`config.mk`:
```
export PLATFORM = sky130hd
export DESIGN_NAME = conc_stim_seq
export DESIGN_NICKNAME = d
export VERILOG_FILES = /design/src/rtl/conc_stim_seq.sv
export SDC_FILE = /design/constraint.sdc
export NUM_CORES = 1
export LEC_CHECK = 0
export BUFFER_PORTS_ARGS = -buffer_cell sky130_fd_sc_hd__buf_2
export CORE_ASPECT_RATIO = 1.1
export CORE_MARGIN = 10
export CORE_UTILIZATION = 55
export CTS_BUF_LIST = sky130_fd_sc_hd__clkbuf_8
export CTS_CLUSTER_DIAMETER = 60
export DETAILED_ROUTE_END_ITERATION = 10
export PLACE_DENSITY = 0.73
export SLEW_MARGIN = 20
export SYNTH_ARGS = -nofsm -noshare
export SYNTH_HDL_FRONTEND = slang
export SYNTH_SLANG_ARGS = --single-unit
export TNS_END_PERCENT = 10
```
`constraint.sdc`:
```
create_clock -name clock -period 6.95 [get_ports clock]
set_clock_uncertainty 0.15 [all_clocks]
set_input_delay 2.085 -clock clock [delete_from_list [all_inputs] [get_ports clock]]
set_output_delay 2.085 -clock clock [all_outputs]
set_load 0.03 [all_outputs]
```
`src/rtl/conc_stim_seq.sv`:
```
// Stimulus sequencer: replays a programmed list of {obs, rep, data} entries
// into a DUT, holding each entry for rep+1 cycles, in one-shot or loop mode.
module conc_stim_seq #(
    parameter int unsigned DATA_W = 8,
    parameter int unsigned DEPTH  = 16,
    parameter int unsigned ADDR_W = 4,
    parameter int unsigned REP_W  = 4
) (
    input  logic                      clock,
    input  logic                      reset,
    input  logic                      wr_en,
    input  logic [ADDR_W-1:0]         wr_addr,
    input  logic [REP_W+DATA_W:0]     wr_data,
    input  logic [ADDR_W-1:0]         last_idx,
    input  logic                      loop_en,
    input  logic                      start,
    input  logic                      stop,
    output logic [DATA_W-1:0]         stim_data,
    output logic                      obs,
    output logic [ADDR_W-1:0]         pc,
    output logic                      step,
    output logic                      busy,
    output logic                      done,
    output logic                      wr_err
);

    localparam int unsigned ENTRY_W = 1 + REP_W + DATA_W;

    typedef enum logic {StIdle, StRun} state_t;

    state_t              state_q;
    logic [ENTRY_W-1:0]  mem [DEPTH];
    logic [REP_W-1:0]    rep_cnt_q;
    logic [ADDR_W-1:0]   last_q;
    logic                loop_q;

    // Single read port: the entry that would be loaded on the next advance.
    logic [ADDR_W-1:0]   next_idx;
    logic [ENTRY_W-1:0]  rd_entry;
    logic                rd_obs;
    logic [REP_W-1:0]    rd_rep;
    logic [DATA_W-1:0]   rd_data;

    // Pick the next entry to fetch: 0 on start or wrap, else pc+1
    always_comb begin
        next_idx = pc + ADDR_W'(1);
        if (state_q == StIdle || pc == last_q) begin
            next_idx = '0;
        end
        rd_entry = mem[next_idx];
        rd_obs   = rd_entry[ENTRY_W-1];
        rd_rep   = rd_entry[DATA_W +: REP_W];
        rd_data  = rd_entry[DATA_W-1:0];
    end

    // Program memory write; only accepted while idle, so the playing entry never changes
    always_ff @(posedge clock) begin
        if (wr_en && state_q == StIdle) begin
            mem[wr_addr] <= wr_data;
        end
    end

    // Playback FSM with registered outputs
    always_ff @(posedge clock or posedge reset) begin
        if (reset) begin
            state_q   <= StIdle;
            stim_data <= '0;
            obs       <= 1'b0;
            pc        <= '0;
            step      <= 1'b0;
            busy      <= 1'b0;
            done      <= 1'b0;
            wr_err    <= 1'b0;
            rep_cnt_q <= '0;
            last_q    <= '0;
            loop_q    <= 1'b0;
        end else begin
            step   <= 1'b0;
            done   <= 1'b0;
            wr_err <= wr_en && (state_q == StRun);
            unique case (state_q)
                StIdle: begin
                    // start together with stop is a no-op
                    if (start && !stop) begin
                        state_q   <= StRun;
                        last_q    <= last_idx;
                        loop_q    <= loop_en;
                        pc        <= '0;
                        stim_data <= rd_data;
                        obs       <= rd_obs;
                        rep_cnt_q <= rd_rep;
                        step      <= 1'b1;
                        busy      <= 1'b1;
                    end
                end
                StRun: begin
                    if (stop) begin
                        // Abort: pc and stim_data hold their current values
                        state_q <= StIdle;
                        done    <= 1'b1;
                        busy    <= 1'b0;
                        obs     <= 1'b0;
                    end else if (rep_cnt_q != '0) begin
                        rep_cnt_q <= rep_cnt_q - REP_W'(1);
                    end else if (pc != last_q || loop_q) begin
                        // next_idx already wraps to 0 at last_q
                        pc        <= next_idx;
                        stim_data <= rd_data;
                        obs       <= rd_obs;
                        rep_cnt_q <= rd_rep;
                        step      <= 1'b1;
                    end else begin
                        state_q <= StIdle;
                        done    <= 1'b1;
                        busy    <= 1'b0;
                        obs     <= 1'b0;
                    end
                end
                default: state_q <= StIdle;
            endcase
        end
    end

endmodule
```
==> results of run 1 <==
==> critical path, stage by stage, from the launching register on <==
cell and delay (ns):
dfrtp_2 0.33, buf_4 0.52, buf_2 0.33
==> sequential cells by signal (all words and copies together), names as in the netlist <==
| signal | cells |
|---|---|
| wr_err | 1 |
| pc | 4 |
| state_q | 1 |
| loop_q | 1 |
| rep_cnt_q | 4 |
| mem | 208 |
| last_q | 4 |
| step | 1 |
| done | 1 |
| busy | 1 |
| stim_data | 8 |
| obs | 1 |
==> cell type report <==
| cell class | instances | share of cell area [%] |
|---|---|---|
| timing repair buffer | 52 | 2.64 |
| inverter | 10 | 0.351 |
| tap | 234 | 2.74 |
| clock inverter | 26 | 1.26 |
| sequential | 235 | 64.7 |
| clock buffer | 39 | 5.02 |
| multi-input combinational | 360 | 23.2 |
==> metrics by stage <==
stage               worst slack, ns  hold slack [ns]
floorplan                      2.95            0.345
global placement               2.93            0.333
detailed placement             2.85            0.337
CTS                            2.98            0.350
global route                   2.89            0.374
finish                         3.00            0.346
==> power groups by stage <==
stage | Sequential, mW | Combinational, mW | Clock [mW]
floorplan | 1.68 | 0.313 | 0
global placement | 1.65 | 0.511 | 0
detailed placement | 1.65 | 0.522 | 0
CTS | 1.63 | 0.524 | 1.09
global route | 1.63 | 0.565 | 1.16
finish | 1.63 | 0.533 | 1.07
==> path summary, 6_finish.rpt <==
check | startpoint | to | slack [ns] | cells past startpoint
max | pc[0] | pc[0] | 3.00 | 2
min | obs | obs | 0.35 | 1
max reg2reg | state_q | obs | 3.06 | 8
min reg2reg | obs | obs | 0.35 | 1
max in group asynchronous | reset | pc[0] | 4.71 | 2
min in group asynchronous | reset | rep_cnt_q[2] | 1.48 | 2
==> cell usage after synthesis (15+ instances only) <==
library cell / n
nand2_1: 71
dfrtp_1: 27
a32oi_1: 16
buf_2: 19
clkbuf_1: 17
o221ai_1: 19
nor2_1: 32
edfxtp_1: 208
o21ai_0: 18
o22ai_1: 15
mux2i_1: 24
nor3_1: 22
==> metal layers <==
| metal | track usage, % | part of all wire, % |
|---|---|---|
| met1 | 25.7 | 37 |
| met2 | 35.5 | 49 |
| met3 | 4.20 | 8.8 |
| met4 | 10.9 | 5.1 |
| met5 | 0 | 0 |
==> kinds of logic (layout without fill, tap and decap cells) <==
group	count (synthesis)	count (layout)
multiplexers	32	32
AO/OA/AOI/OAI	143	143
buffers and inverters	53	127
AND/OR/NAND/NOR	176	176
flip-flops	235	235
XOR/XNOR	7	7
adder cells (fa/ha/maj)	2	2
==> out/metrics.yaml, run 1 <==
die_w_um: 146
fin_cells: 956
remaining_drc_errors: 0
synth_compound_area_share_pct: 11.1
overflow: 0
grt_max_degree: 54
pin_count: 44
max_slew_margin_pct: 25.8
row_count: 50
syn_area_um2: 9600
path_max_fanout: 53
place_congestion: 0.919
cts_hold_buffers: 0
setup_tns_ns: 0
power_density_nw_per_um2: 302
worst_skew_pair.late_latency_ns: 0.53
power_frac_clock_pct: 33.2
synth_mux_area_share_pct: 3.68
multi_input_area_um2: 2490
drt_wl_total_mm: 24.6
synth_fa_ha_area_share_pct: 0.261
area_growth_syn_to_layout_pct: 11.4
grt_setup_unrepaired: "no"
io_buffers: 43
finalHoldViolCount: 0
max-cap-violations: 0
synthTopCellsByArea: "edfxtp_1, dfrtp_1, nand2_1"
die_h_um: 159
ys_warn_count: 0
clock_path_buffers: 3
dpl-instance-area_um2: 9980
grt_util_all_layers_pct: 21.2
wl_per_cell_um: 25.7
setup_viol: 0
nets: 725
synth.top_cell.area_share_pct: 65.1
antenna_found_initial: 0
cts-htree-levels: 2
dp.cells: 891
dieArea_um2: 23100
drtIter0Drc: 778
cts_setup_buffers: 0
combPwrFrac_pct: 16.5
drtAntennaViolNets: 0
synth_nets: 677
post-route-min-period_ns: 3.95
finalMaxSlewViolations: 0
peakVddDrop_uv: 156
synth_xor_area_share_pct: 1.26
via_count: 6162
vias_per_cell: 6.45
syn_avg_cell_area_um2: 14.8
cts_resized: 0
post-dp-hpwl_mm: 15.8
ff_latch_area_um2: 6920
worst_pin_slew_ns: 1.11
p_total_mw: 3.23
synth_largest_area_cell: "edfxtp_1"
antenna_cells: 0
critPathKind: "register to output port"
synth_top_family_by_area: "compound AO/OA/AOI/OAI gates"
coreArea_um2: 17100
ys.flop_type: "edfxtp_1"
crit_path_end_kind: "output port"
grt_pass1_wl_mm: 36.9
clock.fmax_ghz: 0.253
worstPathRequired_ns: 4.72
status: "complete, no violations"
worstPathArrival_ns: 1.72
drt_first_pass_iters: 6
layout-drive-gt1-share_pct: 18.1
numCtsBuffers: 37
grt_pass1_vias: 6108
final_util_pct: 62.6
cts-root-buf: "clkbuf_8"
synthCells: 648
initial_core_util_pct: 56.2
ys_ff_latch: 235
synthSimpleGateAreaFrac_pct: 8.83
synth.distinct_cells: 62
yosysSeqAreaShare_pct: 72.1
synthArstFlopShare_pct: 11.5
synth-edff-count: 208
nFillCells: 1243
p_leak_nw: 3.64
holdCritPathClass: "register to register"
p_int_mw: 2.30
final_cell_mix: "edfxtp_1, nand2_1, buf_2"
p_seq_share_pct: 50.3
mostFrequentLayoutCell: "edfxtp_1"
cts_sinks: 235
final_cell_area_um2: 10700
post-route-period-util_pct: 56.9
clk_pin_slew_ns: 0.06
netSwitchingFraction_pct: 28.7
tritoncts: "done"
switching_power_uw: 929
startpoint_type: "register"
(Power assumes the default switching activity.)
==> run 2: changes to the inputs <==
- PLACE_DENSITY: 0.73 -> 0.75
- clock period: 6.95 -> 3.23 ns (I/O delays scaled with it)
==> run 2 against run 1 <==
Clock power increased by 110%. Sequential cell count unchanged. Largest cell class unchanged. Setup slack got worse by 2.8 ns. Power increased by 110%. Sequential share of layout area decreased by 1.5 points. Critical path type is now register to register. Final area increased by 2.3%. Via count increased by 1.3%. Clock-buffer cell count decreased by 2. Non-clock buffer count increased by 36. Highest routed layer unchanged.
==> out/metrics.yaml, run 2 (synthesized netlist as in run 1, its figures left out) <==
multi_input_area_um2: 2450
crit_path_end_kind: "register"
io_buffers: 43
cts_sinks: 235
area_growth_syn_to_layout_pct: 14.0
top_register: "mem"
dieArea_um2: 23100
place_congestion: 0.947
overflow: 0
worst_skew_pair.late_latency_ns: 0.53
die_w_um: 146
clock_path_buffers: 3
die_h_um: 159
reg_top3: "mem (208), stim_data (8)"
cts-htree-levels: 2
drt_wl_total_mm: 24.3
cts_resized: 0
post-route-period-util_pct: 94.2
peakVddDrop_uv: 281
path_max_fanout: 21
reg2reg_setup_slack_ns: 0.19
reg2reg_from: "pc[0]"
via_count: 6243
max-cap-violations: 0
r2r-end: "stim_data[4]"
final_cell_mix: "edfxtp_1, nand2_1, buf_2, buf_4, clkbuf_8"
grt_pass1_vias: 6261
layout-drive-gt1-share_pct: 21.1
tritoncts: "done"
holdCritPathClass: "primary input to asynchronous set/reset pin"
clock.fmax_ghz: 0.329
nFillCells: 1224
power_density_nw_per_um2: 634
drtAntennaViolNets: 0
drtIter0Drc: 684
finalHoldViolCount: 0
worstRegToRegCells: 8
grt_setup_unrepaired: "no"
finalMaxSlewViolations: 0
ff_latch_area_um2: 6920
mostFrequentLayoutCell: "edfxtp_1"
cts_hold_buffers: 0
worstPathArrival_ns: 3.28
post-route-min-period_ns: 3.04
grt_pass1_wl_mm: 37.4
setup_slack_ns: 0.186
cts-root-buf: "clkbuf_8"
post-dp-hpwl_mm: 15.8
remaining_drc_errors: 0
antenna_found_initial: 0
numCtsBuffers: 36
critPathKind: "register to register"
pre_cts_ws_ns: 0.396
p_leak_nw: 3.81
worst_pin_slew_ns: 0.902
status: "complete, no violations"
setup_viol: 0
coreArea_um2: 17100
antenna_cells: 0
grt_max_degree: 35
cts_setup_buffers: 0
pin_count: 44
max_slew_margin_pct: 39.6
setup_tns_ns: 0
grt_util_all_layers_pct: 21.2
worstPathRequired_ns: 3.46
nets: 760
startpoint_type: "register"
drt_first_pass_iters: 7
vias_per_cell: 6.29
wl_per_cell_um: 24.5
clk_pin_slew_ns: 0.06
initial_core_util_pct: 56.2
row_count: 50
largest_register_ffs: 208
-- run 2: cell type report --
class | count | share of cell area [%]
Inverter | 10 | 0.343
Tap cell | 234 | 2.68
Timing Repair Buffer | 88 | 5.28
Clock buffer | 37 | 4.66
Clock inverter | 29 | 1.38
Multi-Input combinational cell | 360 | 22.4
Sequential cell | 235 | 63.3
-- run 2: power by group --
part / internal, mW / total [mW] / switching (mW)
clock network: 1.15 / 2.26 / 1.11
logic: 0.394 / 1.17 / 0.777
registers: 3.41 / 3.50 / 0.0899
-- run 2: layer usage --
layer,track usage (%),share of wire (%),up-vias
li1,-,-,2727
met1,27.1,38,3028
met2,33.7,47,421
met3,5.65,12,67
met4,9.20,3.2,0
met5,0,0,-
-- run 2: worst max-delay path by stage --
stage | from | end | cells after the start
after floorplan | wr_en | mem[0][0] | 3
after global placement | pc[0] | stim_data[7] | 8
after detailed placement | pc[0] | stim_data[4] | 8
after CTS | pc[0] | stim_data[4] | 8
after global routing | pc[0] | stim_data[4] | 8
final | pc[0] | stim_data[4] | 8
-- run 2: worst max-delay path, stage by stage, from the launching register on --
cell,delay (ns)
dfrtp_2,0.45
buf_4,0.33
nand3_1,0.13
xnor2_1,0.44
and2_1,0.32
nand2_1,0.24
buf_4,0.26
o32ai_1,0.46
nor2_1,0.12
-- run 2: stage by stage --
step,hold slack (ns),instances,util (%),power [mW],instance area (um^2)
final,0.273,993,64.1,6.93,10900
after global routing,0.279,993,64.1,7.20,10900
after CTS,0.260,993,64.1,6.93,10900
after detailed placement,0.344,927,60.2,4.71,10300
after global placement,0.329,927,60.2,4.68,10300
after floorplan,0.345,648,-,4.29,9600
